==> config.mk <==
export PLATFORM = sky130hd
export DESIGN_NAME = regs_wb_arbiter
export DESIGN_NICKNAME = d
export VERILOG_FILES = /design/src/rtl/regs_wb_arbiter.sv
export SDC_FILE = /design/constraint.sdc
export NUM_CORES = 1
export LEC_CHECK = 0
export CAP_MARGIN = 20
export CORE_MARGIN = 2
export CORE_UTILIZATION = 46
export CTS_CLUSTER_SIZE = 14
export DETAILED_ROUTE_END_ITERATION = 7
export PLACE_DENSITY = 0.79
export SYNTH_ARGS = -nofsm -noshare
export SYNTH_HDL_FRONTEND = slang
export SYNTH_SLANG_ARGS = --single-unit
export TNS_END_PERCENT = 30
==> constraint.sdc <==
create_clock -name clk -period 2.8 [get_ports clk]
set_clock_uncertainty 0.15 [all_clocks]
set_input_delay 0.7 -clock clk [delete_from_list [all_inputs] [get_ports clk]]
set_output_delay 0.7 -clock clk [all_outputs]
set_load 0.01 [all_outputs]
==> src/rtl/regs_wb_arbiter.sv <==
// -----------------------------------------------------------------------------
// regs_wb_arbiter
//   Merges two register-file writeback streams (ALU on port A, load unit on
//   port B) into a single register-file write port. Each port has a small
//   FIFO; when both FIFO heads are waiting the arbiter alternates between
//   them. A per-register busy mask tells issue logic which registers still
//   have a write queued.
//
// Handshake: a port transfers an entry on a rising clk edge where valid=1 and
//   ready=1. ready is derived only from the registered FIFO count, so it never
//   depends on valid in the same cycle and a full FIFO does not accept even
//   if it is being popped. A requester holding valid with ready=0 must keep
//   reg/data stable.
//
// Ports
//   clk, rst                  clock, asynchronous active-low reset
//   a_valid/a_reg/a_data      ALU writeback request      (in)
//   a_ready                   port A can accept          (out)
//   b_valid/b_reg/b_data      load-unit writeback request (in)
//   b_ready                   port B can accept          (out)
//   write_reg/data            register-file write index/data (out)
//   reg_write_flag            register-file write enable (out)
//   busy                      per-register pending-write mask (out)
// -----------------------------------------------------------------------------
module regs_wb_arbiter #(
    parameter int DEPTH = 2
) (
    input  logic        clk,
    input  logic        rst,
    input  logic        a_valid,
    input  logic [4:0]  a_reg,
    input  logic [31:0] a_data,
    output logic        a_ready,
    input  logic        b_valid,
    input  logic [4:0]  b_reg,
    input  logic [31:0] b_data,
    output logic        b_ready,
    output logic [4:0]  write_reg,
    output logic [31:0] data,
    output logic        reg_write_flag,
    output logic [31:0] busy
);
    localparam int PTR_W = $clog2(DEPTH);
    localparam int CNT_W = $clog2(DEPTH + 1);
    localparam int PA    = 0;
    localparam int PB    = 1;

    // Per-port FIFO storage, index [port][slot]. Storage is never reset;
    // only the valid bits, pointers and counts are.
    logic [4:0]       r_reg_q  [2][DEPTH];
    logic [31:0]      r_data_q [2][DEPTH];
    logic [DEPTH-1:0] r_vld    [2];
    logic [PTR_W-1:0] r_rd_ptr [2];
    logic [PTR_W-1:0] r_wr_ptr [2];
    logic [CNT_W-1:0] r_count  [2];
    logic             r_last_grant_b;   // 1: B won the most recent contention

    logic [1:0]  w_in_valid;
    logic [1:0]  w_ready;
    logic [1:0]  w_push;
    logic [1:0]  w_nonempty;
    logic [1:0]  w_grant;
    logic        w_contend;
    logic [4:0]  w_in_reg    [2];
    logic [31:0] w_in_data   [2];
    logic [4:0]  w_head_reg  [2];
    logic [31:0] w_head_data [2];
    logic [31:0] w_busy;

    always_comb begin
        w_in_valid      = {b_valid, a_valid};
        w_in_reg[PA]    = a_reg;
        w_in_reg[PB]    = b_reg;
        w_in_data[PA]   = a_data;
        w_in_data[PB]   = b_data;
        for (int p = 0; p < 2; p++) begin
            w_ready[p]     = (r_count[p] < CNT_W'(DEPTH));
            w_nonempty[p]  = (r_count[p] != '0);
            w_push[p]      = w_in_valid[p] & w_ready[p];
            w_head_reg[p]  = r_reg_q[p][r_rd_ptr[p]];
            w_head_data[p] = r_data_q[p][r_rd_ptr[p]];
        end
    end

    // Round-robin only matters when both heads wait; otherwise the single
    // non-empty port wins outright.
    always_comb begin
        w_grant   = 2'b00;
        w_contend = w_nonempty[PA] & w_nonempty[PB];
        if (w_contend) begin
            if (r_last_grant_b) w_grant = 2'b01;
            else                w_grant = 2'b10;
        end else if (w_nonempty[PA]) begin
            w_grant = 2'b01;
        end else if (w_nonempty[PB]) begin
            w_grant = 2'b10;
        end
    end

    always_comb begin
        write_reg = '0;
        data      = '0;
        if (w_grant[PA]) begin
            write_reg = w_head_reg[PA];
            data      = w_head_data[PA];
        end else if (w_grant[PB]) begin
            write_reg = w_head_reg[PB];
            data      = w_head_data[PB];
        end
        // Register 0 entries drain through the queue but never write.
        reg_write_flag = (w_grant != 2'b00) && (write_reg != 5'd0);
    end

    always_comb begin
        w_busy = '0;
        for (int p = 0; p < 2; p++) begin
            for (int i = 0; i < DEPTH; i++) begin
                if (r_vld[p][i]) w_busy[r_reg_q[p][i]] = 1'b1;
            end
        end
        w_busy[0] = 1'b0;
    end

    always_ff @(posedge clk or negedge rst) begin
        if (!rst) begin
            for (int p = 0; p < 2; p++) begin
                r_vld[p]    <= '0;
                r_rd_ptr[p] <= '0;
                r_wr_ptr[p] <= '0;
                r_count[p]  <= '0;
            end
            r_last_grant_b <= 1'b1;
        end else begin
            for (int p = 0; p < 2; p++) begin
                // Push and pop never touch the same slot: a push needs a
                // non-full FIFO and a pop a non-empty one.
                if (w_grant[p]) begin
                    r_vld[p][r_rd_ptr[p]] <= 1'b0;
                    r_rd_ptr[p]           <= r_rd_ptr[p] + PTR_W'(1);
                end
                if (w_push[p]) begin
                    r_vld[p][r_wr_ptr[p]] <= 1'b1;
                    r_wr_ptr[p]           <= r_wr_ptr[p] + PTR_W'(1);
                end
                case ({w_push[p], w_grant[p]})
                    2'b10:   r_count[p] <= r_count[p] + CNT_W'(1);
                    2'b01:   r_count[p] <= r_count[p] - CNT_W'(1);
                    default: r_count[p] <= r_count[p];
                endcase
            end
            if (w_contend) r_last_grant_b <= w_grant[PB];
        end
    end

    always_ff @(posedge clk) begin
        for (int p = 0; p < 2; p++) begin
            if (w_push[p]) begin
                r_reg_q[p][r_wr_ptr[p]]  <= w_in_reg[p];
                r_data_q[p][r_wr_ptr[p]] <= w_in_data[p];
            end
        end
    end

    assign a_ready = w_ready[PA];
    assign b_ready = w_ready[PB];
    assign busy    = w_busy;

endmodule

Yosys cells after proc, flatten, opt, wreduce, memory -nomap -nowiden
Memories as Yosys holds them, arrays and structs flattened.
Index checks and enable logic that the tools add are counted.

operators by class
  add/subtract/negate cells = 8
  $lt $le $gt $ge = 24
  eq/ne operators = 4
  muxes and demuxes = 60
  bitwise operators = 16
  reductions and logical operators = 17

operators by type and width
  cell                                                         count
  2-to-1 mux 32 bit                                            14
  2-to-1 mux 64 bit                                            2
  OR 32 bit                                                    3
  demux 32 bit (select 1 bit)                                  2
  2-to-1 mux 5 bit                                             10
  less-than comparator 5 x 6 -> 1 bit (second input constant)  4
  demux 1 bit (select 5 bit)                                   4
  >= comparator 5 x 1 -> 1 bit (second input constant)         4
  2-to-1 mux 10 bit                                            2
  2-to-1 mux 2 bit                                             8
  logical AND 1 bit                                            11
  demux 5 bit (select 1 bit)                                   2
  2-to-1 mux 1 bit                                             10
  nonzero test 2 bit                                           5
  >= comparator 2 bit (second input constant)                  4
  less-than comparator 1 x 2 -> 1 bit (second input constant)  4
  inverter 1 -> 2 bit                                          4
  case mux 2 bit (2 select lines)                              2
  nonzero test 5 bit                                           1
  adder 1 bit (second input constant)                          4
  adder 2 x 1 -> 2 bit (second input constant)                 2
  bitwise AND 2 bit                                            2
  demux 1 bit (select 1 bit)                                   4
  equality test 2 x 1 -> 1 bit (second input constant)         2
  8 further kinds                                              19

storage, ports and cells
  bits in registers = 13
  RAM bits = 148
  output and inout bits = 72
  logic and storage cells = 140
  memories kept = 2

memory list
  name      words  width  read ports  clocked after memory_dff  write ports  RTL line  RTL
  r_data_q  2      64     2           0                         2            51        logic [31:0] r_data_q [2][DEPTH];
  r_reg_q   2      10     2           0                         2            50        logic [4:0] r_reg_q [2][DEPTH];

Longest topological paths before layout
Gate-level depths: netlist (run 1).
An unclocked memory read counts as a cell.

  word-level depth = 12
  mapped depth = 9
  mapped depth without buffers = 7

Worst setup path before layout (run 1)
No wires, ideal clock.

  path type = input port to flip-flop
  start point = input a_valid
  end point = memory r_data_q[0][32] in the netlist's numbering (enable)
  arrival time = 2.383 ns
  required time = 2.219 ns
  slack = -0.164 ns
  stages = 2
  buffers on the path = 0
  cells stage by stage = nand2_1 > nor2_1

RTL lines
  item             RTL line  RTL
  start, declared  30        input logic a_valid,
  end, declared    51

Worst setup path after layout (run 1)
  start point = register r_count[1] in the netlist's numbering
  end point = output data[30]

between the ends
  longest elaborated chain between the ends = 6
  elaborated cells between the ends (all ways) = 7

RTL lines
  item                             RTL line  RTL
  start, declared                  55        logic [CNT_W-1:0] r_count [2];
  start signal, assigned by index  146       2'b10: r_count[p] <= r_count[p] + CNT_W'(1);
  start signal, assigned by index  147       2'b01: r_count[p] <= r_count[p] - CNT_W'(1);
  start signal, assigned by index  148       default: r_count[p] <= r_count[p];
  nonzero test 2 bit (*)           78        w_nonempty[p] = (r_count[p] != '0);
  2-to-1 mux 2 bit                 95        end else if (w_nonempty[PB]) begin
  2-to-1 mux 2 bit                 93        end else if (w_nonempty[PA]) begin
  2-to-1 mux 2 bit (*)             90        if (w_contend) begin
  2-to-1 mux 32 bit                106       end else if (w_grant[PB]) begin
  2-to-1 mux 32 bit (*)            103       if (w_grant[PA]) begin
  end, declared                    39        output logic [31:0] data,

Mark *: on every way between the ends. The rest lies on a longest branch, timed or not.

==> results.ini, run 1 <==
[run_status]
outcome = complete, but fails checks
violations = setup timing

[final_layout]
fillCellCount = 1089
area.growth.synth_to_final_pct = 41.8
antenna_cells = 0
final_nets = 806
utilization_pct = 66.5
drive_above_1_share_pct = 31.3

[sta]
setup_viol = 28
max_clock_freq_mhz = 337
rsz0062_at_grt = true
slew_violations = 0
timing.final.ws_setup_ps = -166
period_share_pct = 106
finalCriticalPeriod_ps = 2970
slew_headroom_pct = 54.4
fin_setup_tns_ps = -2290
tightest_slew_ps = 682
final_hold_viol_count = 0
hold_ws_ps = 440

[pwr]
pwr-share-comb_pct = 48.1
power.density_nw_per_um2 = 1090
total_leakage_power_nw = 3.88
peakVddDrop_mv = 0.710
p_total_w = 0.0110
p_int_w = 0.00696
p_clk_share_pct = 20.2
switchingPower_w = 0.00406
netSwitchingFraction_pct = 36.9
p_seq_share_pct = 31.7

[synth]
synth-simple-area-share_pct = 8.74
synthesis.area_sq_um = 7130
yosysMostFrequentCell = edfxtp_1
ys_ff_latch = 161
synth_nets = 576
synthFlopType = edfxtp_1
synth.area.mux_share_pct = 4.21
yosysTopAreaCellShare_pct = 62.3
ys_types = 46
synth_top_area_cell = edfxtp_1
async_reset_ff_share_pct = 8.07
synthTopCellsByCount = edfxtp_1, a221o_1, mux2i_1, o22ai_1
synth-adder-area-share_pct = 0.351
yosys.area_share.xor_xnor_pct = 1.35
seq_area_frac_synth_pct = 66.9
synth-edff-count = 148
syn_area_per_cell_sq_um = 14.4
netlist_instances = 496
synth_top_family_by_area = compound AO/OA/AOI/OAI gates
synth_compound_area_share_pct = 15.4
synth_warnings = 0
synthTopCellsByArea = edfxtp_1, a221o_1, dfrtp_1

[critical_path]
cp.required_ps = 1950
path_buf_inv = 2
critical_path.top_delay_family = compound AO/OA/AOI/OAI gates
slowest_stage = dfrtp_1
arrival_ps = 2120
worst_path_largest_cell_delay_ps = 420
cp-start-kind = flop
worst-path-max-fanout = 5
cp-end-kind = primary output
crit_type = reg -> out
crit_path_cell_trace = nor2_4 > o221a_4 > clkbuf_16 > a22o_1 > a221o_1 > buf_2

[global_route]
grt_pass1_wl_um = 33300
top_usage_layer = met2
grt_pass1_vias = 5800
grt_max_degree = 29
met1_usage_pct = 33.8
antenna_found_initial = 0
track_usage_pct = 27.2
grt_util_met3_pct = 5.82
grt_overflow = 0
use_met2_pct = 46.6

[floorplan]
initial_core_util_pct = 46.9
dieArea_sq_um = 16500
die_h_um = 129
core_sq_um = 15200
chipWidth_um = 129
row_count = 45
num_io_pins = 150

[drt]
drtIter0Drc = 595
vias = 5656
routed_wl_um = 22800
via_per_inst = 6.10
ant_nets = 0
drt-pass1-iter-count = 5
route.detailed.drc = 0
wl_per_cell_um = 24.5

[cts]
clkSinkCount = 161
cts_root_buf = clkbuf_16
clk_path_buf_depth = 2
cts_made_buffers = 17
cts_htree_levels = 4
insertion_delay_ps = 410
cts.clk_slew.worst_paths_ps = 60
cts_tree = built

[run]
maxCapViolCount = 0

[min_path]
hold_path.class = reg -> reg

[placed_design]
place_congestion = 0.962
dp_hpwl_um = 15100
io_buffer_count = 148
dpl_worst_slack_ps = -27.5

cell type report:
type	instances	area (sq um)	area share [%]
flip-flops and latches	161	4770	47.2
multi-input cells	287	2310	22.8
repair buffers	246	2180	21.5
clock buffers	17	425	4.21
well taps	188	235	2.33
clock inverters	15	145	1.43
inverters	13	48.8	0.482
routing by layer:
| layer | vias up | wire length (um) |
|---|---|---|
| li1 | 2473 | - |
| met1 | 2771 | 8790 |
| met2 | 355 | 11300 |
| met3 | 57 | 1950 |
| met4 | 0 | 707 |
| met5 | - | 0 |
path summary, 6_finish.rpt:
kind / slack [ps] / depth (start not counted) / startpoint / end
setup / recovery: -170 / 6 / r_count[1]$_DFFE_PN0P_ / data[30]
hold / removal: 440 / 1 / r_wr_ptr[0]$_DFFE_PN0P_ / r_vld[0]$_DFF_PN0_
setup reg to reg: 690 / 7 / r_count[3]$_DFFE_PN0P_ / r_count[3]$_DFFE_PN0P_
hold reg to reg: 440 / 1 / r_wr_ptr[0]$_DFFE_PN0P_ / r_vld[0]$_DFF_PN0_
max in group asynchronous: 1470 / 1 / rst / r_count[2]$_DFFE_PN0P_
min in group asynchronous: 550 / 1 / rst / r_vld[1]$_DFF_PN0_
state kept, by name, indices dropped and copies added (netlist names):
signal,cells
r_reg_q,20
r_rd_ptr,2
r_wr_ptr,2
r_data_q,128
r_count,4
r_vld,4
r_last_grant_b,1
logic make-up after synthesis:
family,count (synthesis)
AOI/OAI and AO/OA,132
xor gates and xnor gates,11
adders and majority gates,2
buffers and inverters,48
DFF,161
muxes,30
other,1
and+or+nand+nor,111
power by group through the flow:
stage,Combinational [W],Sequential (W),Clock [W]
after CTS,0.00521,0.00346,0.00223
final,0.00530,0.00349,0.00222
after detailed placement,0.00512,0.00352,0
after global routing,0.00559,0.00352,0.00234
after global placement,0.00506,0.00349,0
after floorplan,0.00256,0.00343,0
per-stage QoR:
stage / std cells / area, sq um
3_3_place_gp: 861 / 9320
4_1_cts: 917 / 10100
3_5_place_dp: 861 / 9320
6_report: 927 / 10100
5_1_grt: 927 / 10100
2_1_floorplan: 496 / 7130
placed cells by master (no fill, tap or decap), types with 5 or more instances in the layout:
| cell | n |
|---|---|
| a21oi_1 | 6 |
| a221o_1 | 38 |
| a22o_1 | 22 |
| a22oi_1 | 7 |
| and3_1 | 5 |
| buf_12 | 9 |
| buf_2 | 33 |
| buf_4 | 75 |
| buf_6 | 11 |
| clkbuf_16 | 18 |
| clkbuf_2 | 21 |
| clkdlybuf4s50_1 | 78 |
| dfrtp_1 | 9 |
| dlygate4sd2_1 | 7 |
| edfxtp_1 | 148 |
| inv_1 | 12 |
| inv_6 | 6 |
| mux2i_1 | 30 |
| nand2_1 | 21 |
| nand3_1 | 7 |
| nand3b_1 | 9 |
| nor2_1 | 19 |
| nor3b_1 | 9 |
| o211ai_1 | 5 |
| o221ai_1 | 7 |
| o22ai_1 | 25 |
| o22ai_2 | 5 |
| xnor2_1 | 11 |
timing repair:
action / in CTS / in global routing
hold buffers: 0 / 0
resized for setup: 191 / 79
setup endpoints to repair: 69 / 69
buffers inserted: 22 / 11
pin swaps: 21 / 23
hold endpoints to repair: 0 / 0
cloned: 4 / 1
No activity file was read; power rests on OpenSTA's default activity.
==> run 2, diff against run 1 <==
--- a/config.mk
+++ b/config.mk
@@ -8,8 +8,8 @@
 export CAP_MARGIN = 20
 export CORE_MARGIN = 2
 export CORE_UTILIZATION = 46
-export CTS_CLUSTER_SIZE = 14
 export DETAILED_ROUTE_END_ITERATION = 7
+export MAX_ROUTING_LAYER = met4
 export PLACE_DENSITY = 0.79
 export SYNTH_ARGS = -nofsm -noshare
 export SYNTH_HDL_FRONTEND = slang
==> results.ini, run 2 (synthesized netlist as in run 1, its figures left out) <==
[placed_design]
place_congestion = 0.943
dpl_worst_slack_ps = -62.5
io_buffer_count = 148
dp_hpwl_um = 14500
place_inst = 852

[sta]
hold_ws_ps = 422
finalCriticalPeriod_ps = 2980
period_share_pct = 107
max_clock_freq_mhz = 335
tightest_slew_ps = 715
rsz0062_at_grt = true
final_hold_viol_count = 0
setup_viol = 34
slew_violations = 0
slew_headroom_pct = 52.2
timing.final.ws_setup_ps = -184

[drt]
route.detailed.drc = 0
via_per_inst = 6.08
drtIter0Drc = 546
vias = 5621
routed_wl_um = 21800
ant_nets = 0
drt-pass1-iter-count = 5
wl_per_cell_um = 23.6

[min_path]
hold_path.class = reg -> reg
holdPathStages = 1

[critical_path]
crit_type = reg -> out
cp-end-kind = primary output
reg2reg_depth = 10
worst-path-max-fanout = 6
cp-start-kind = flop
arrival_ps = 2130
cp.required_ps = 1950

[pwr]
peakVddDrop_mv = 0.706
pwr-share-comb_pct = 47.3
p_seq_share_pct = 30.7
netSwitchingFraction_pct = 35.8
p_clk_share_pct = 22.0
switchingPower_w = 0.00409
p_int_w = 0.00734
power.density_nw_per_um2 = 1120
total_leakage_power_nw = 3.87
p_total_w = 0.0114

[global_route]
antenna_found_initial = 0
grt_max_degree = 35
top_usage_layer = met2
grt_pass1_vias = 5668
use_met2_pct = 44.9
grt_util_met3_pct = 5.03
track_usage_pct = 27.0
met1_usage_pct = 33.6
grt_overflow = 0
grt_pass1_wl_um = 32200

[cts]
insertion_delay_ps = 420
clk_path_buf_depth = 2
cts_made_buffers = 17
cts_htree_levels = 4
cts_tree = built
cts_root_buf = clkbuf_16
clkSinkCount = 161
cts.clk_slew.worst_paths_ps = 60

[run_status]
violations = setup timing
outcome = complete, but fails checks

[floorplan]
row_count = 45
dieArea_sq_um = 16500
chipWidth_um = 129
die_h_um = 129
num_io_pins = 150
initial_core_util_pct = 46.9
core_sq_um = 15200

[final_layout]
utilization_pct = 66.9
layout_common_cells = edfxtp_1, clkdlybuf4s50_1, buf_4
antenna_cells = 0
final_common_cell = edfxtp_1
largest_register_ff_count = 128
area.growth.synth_to_final_pct = 42.7
final_nets = 804
instances_no_fill = 925
fillCellCount = 1055
drive_above_1_share_pct = 33.5

[run]
maxCapViolCount = 0

run 2: layout make-up:
type | count | area (sq um) | share of cell area, %
clock buffer | 17 | 425 | 4.18
clock inverter | 15 | 219 | 2.15
inverter | 13 | 48.8 | 0.480
multi-input combinational | 287 | 2370 | 23.3
sequential | 161 | 4770 | 46.9
tap | 188 | 235 | 2.31
timing repair buffer | 244 | 2100 | 20.6
run 2: critical path, cell delays in order, from the launching register on:
cell and delay, ps:
dfrtp_1 430, nor2_4 200, buf_6 130, nor3_4 40, buf_6 130, clkbuf_16 150
a22o_1 200, a221o_1 270, buf_2 140
run 2: power by group through the flow:
stage	registers [W]	clock network [W]	logic (W)
after global placement	0.00351	0	0.00490
after detailed placement	0.00354	0	0.00498
after floorplan	0.00343	0	0.00256
after global routing	0.00355	0.00266	0.00573
final	0.00351	0.00251	0.00541
after CTS	0.00349	0.00253	0.00507
run 2: timing repair:
item / CTS / global route
cloned: 3 / 1
endpoints found under the setup margin: 69 / 65
buffers inserted: 20 / 18
hold buffers: 0 / 0
gates resized for setup: 223 / 81
pin swaps: 14 / 16
run 2: path summary, 6_finish.rpt:
check / startpoint / endpoint / slack, ps
max: r_count[1]$_DFFE_PN0P_ / data[1] / -180
min: r_wr_ptr[1]$_DFFE_PN0P_ / r_wr_ptr[1]$_DFFE_PN0P_ / 420
max reg2reg: r_count[3]$_DFFE_PN0P_ / r_count[1]$_DFFE_PN0P_ / 480
min reg2reg: r_wr_ptr[1]$_DFFE_PN0P_ / r_wr_ptr[1]$_DFFE_PN0P_ / 420
max in group asynchronous: rst / r_count[2]$_DFFE_PN0P_ / 1450
min in group asynchronous: rst / r_vld[1]$_DFF_PN0_ / 550
run 2: layer usage:
layer / share of wire [%] / vias up
li1: - / 2467
met1: 41 / 2824
met2: 50 / 288
met3: 6.4 / 42
met4: 2.7 / 0
met5: 0 / -
run 2: stage by stage:
stage / instance area [sq um] / TNS [ps]
final: 10200 / -3610
after global routing: 10200 / -5320
after CTS: 10000 / -2650
after detailed placement: 9200 / -98.9
after global placement: 9200 / -9.55
after floorplan: 7130 / -6060
==> run 3, diff against run 2 <==
--- a/config.mk
+++ b/config.mk
@@ -5,6 +5,7 @@
 export SDC_FILE = /design/constraint.sdc
 export NUM_CORES = 1
 export LEC_CHECK = 0
+export ABC_AREA = 1
 export CAP_MARGIN = 20
 export CORE_MARGIN = 2
 export CORE_UTILIZATION = 46
@@ -14,4 +15,4 @@
 export SYNTH_ARGS = -nofsm -noshare
 export SYNTH_HDL_FRONTEND = slang
 export SYNTH_SLANG_ARGS = --single-unit
-export TNS_END_PERCENT = 30
+export TNS_END_PERCENT = 20
==> constraint.sdc (replaced) <==
create_clock -name clk -period 2.8 [get_ports clk]
set_clock_uncertainty 0.15 [all_clocks]
set_input_delay 0.56 -clock clk [delete_from_list [all_inputs] [get_ports clk]]
set_output_delay 0.56 -clock clk [all_outputs]
set_load 0.01 [all_outputs]
==> results.ini, run 3 <==
[sta]
hold_ws_ps = 360
slew_headroom_pct = 62.8
setup_viol = 19
slew_violations = 0
max_clock_freq_mhz = 348
final_hold_viol_count = 0
finalCriticalPeriod_ps = 2870
fin_setup_tns_ps = -857
period_share_pct = 103
tightest_slew_ps = 556
rsz0062_at_grt = true
timing.final.ws_setup_ps = -73.6

[drt]
route.detailed.drc = 0
via_per_inst = 5.60
wl_per_cell_um = 20.0
wl_met2_um = 10700
wl_met1_um = 8270
routed_wl_um = 21000
vias = 5876
drt-pass1-iter-count = 5
ant_nets = 0
drtIter0Drc = 458
highest_layer = met4
met3_length_um = 1520

[final_layout]
largest_register_ff_count = 128
layout_common_cells = nand2_1, edfxtp_1, clkdlybuf4s50_1
fillCellCount = 1103
final_nets = 906
multi_input_area_sq_um = 2450
antenna_cells = 0
drive_above_1_share_pct = 20.9
utilization_pct = 66.6
seq_area_sq_um = 4770
area.growth.synth_to_final_pct = 41.5
final_common_cell = nand2_1

[synth]
synthesis.area_sq_um = 7180
ys_types = 30
async_reset_ff_share_pct = 8.07
ys_ff_latch = 161
synthTopCellsByCount = nand2_1, edfxtp_1, nand3_1, o22ai_1, nor2_1
synthTopCellsByArea = edfxtp_1, nand2_1, nand3_1
syn_area_per_cell_sq_um = 11.4
netlist_instances = 628
yosysTopAreaCellShare_pct = 61.9
synth_warnings = 0
synthFlopType = edfxtp_1
synth-edff-count = 148
yosysMostFrequentCell = nand2_1
seq_area_frac_synth_pct = 66.4
synth_top_area_cell = edfxtp_1
synth_nets = 708

[floorplan]
core_sq_um = 15300
initial_core_util_pct = 47.1
row_count = 45
chipWidth_um = 129
num_io_pins = 150
die_h_um = 129
dieArea_sq_um = 16600

[pwr]
power.density_nw_per_um2 = 1070
peakVddDrop_mv = 0.911
total_leakage_power_nw = 4.04

[cts]
cts.clk_slew.worst_paths_ps = 60
insertion_delay_ps = 410
clkSinkCount = 161
cts_htree_levels = 4
clk_path_buf_depth = 2
cts_tree = built
cts_made_buffers = 17
holdBufCountCts = 0
cts_root_buf = clkbuf_16

[global_route]
grt_pass1_wl_um = 31200
track_usage_pct = 26.1
antenna_found_initial = 0
grt_overflow = 0
grt_pass1_vias = 5781
grt_max_degree = 38

[critical_path]
worst-path-max-fanout = 8
arrival_ps = 2160
cp-end-kind = primary output
reg2reg_from = r_count[1]$_DFFE_PN0P_
cp.required_ps = 2090
cp-start-kind = flop
startpoint = r_reg_q[0][16]$_DFFE_PP_
crit_type = reg -> out

[run_status]
violations = setup timing
outcome = complete, but fails checks

[placed_design]
dpl_worst_slack_ps = -42.9
dp_hpwl_um = 13700
place_congestion = 0.914
io_buffer_count = 148

[run]
maxCapViolCount = 0

[min_path]
hold_path.class = in -> async

run 3: worst max-delay path, cell delays in order, from the launching register on:
cell and delay, ps:
edfxtp_1 480, inv_1 150, nand3_2 230, o22ai_1 210
or2_2 150, clkdlybuf4s50_1 520
run 3: repair_timing:
action                                  CTS  global route
resized for setup                        53            86
endpoints found under the setup margin   68            61
cloned                                    2             0
buffers inserted                         11            24
pin swaps                                 4             1
run 3: cell families after synthesis:
| kind of cell | share of synthesized area, % |
|---|---|
| flip-flops | 66.4 |
| other | 0.0522 |
| multiplexers | 1.95 |
| AND/OR/NAND/NOR | 19.3 |
| adder cells (fa/ha/maj) | 0.348 |
| AO/OA/AOI/OAI | 7.70 |
| XOR/XNOR | 0.975 |
| buffers and inverters | 3.22 |
run 3: path summary, 6_finish.rpt:
check / end / slack [ps] / cells past startpoint
setup / recovery: busy[29] / -70 / 5
hold / removal: r_vld[2]$_DFF_PN0_ / 360 / 1
setup reg to reg: r_count[1]$_DFFE_PN0P_ / 480 / 9
hold reg to reg: r_last_grant_b$_DFFE_PN1P_ / 400 / 2
max in group asynchronous: r_vld[3]$_DFF_PN0_ / 1740 / 1
min in group clk: r_last_grant_b$_DFFE_PN1P_ / 400 / 2
run 3: power breakdown:
part	switching (W)	leakage (nW)	total, W	internal, W
Sequential	0.000308	1.51	0.00352	0.00321
Combinational	0.00291	2.23	0.00495	0.00203
Clock	0.000895	0.292	0.00238	0.00149
run 3: metal layers:
metal	up-vias	track usage, %
li1	2663	-
met4	0	11.0
met3	46	4.62
met5	-	-
met2	311	44.0
met1	2856	31.0
run 3: metrics by stage:
| stage | std cells | area [sq um] | power, W |
|---|---|---|---|
| global placement | 981 | 8990 | 0.00799 |
| detailed placement | 981 | 8990 | 0.00811 |
| CTS | 1025 | 9770 | 0.0107 |
| finish | 1049 | 10200 | 0.0108 |
| global route | 1049 | 10200 | 0.0114 |
| floorplan | 628 | 7180 | 0.00597 |
run 3: area by class of cell:
type / count / area share [%]
Sequential cell: 161 / 47.0
Multi-Input combinational cell: 419 / 24.1
Timing Repair Buffer: 194 / 18.9
Clock buffer: 18 / 4.22
Tap cell: 211 / 2.60
Clock inverter: 13 / 1.83
Inverter: 32 / 1.38
Timing Repair inverter: 1 / 0.0738
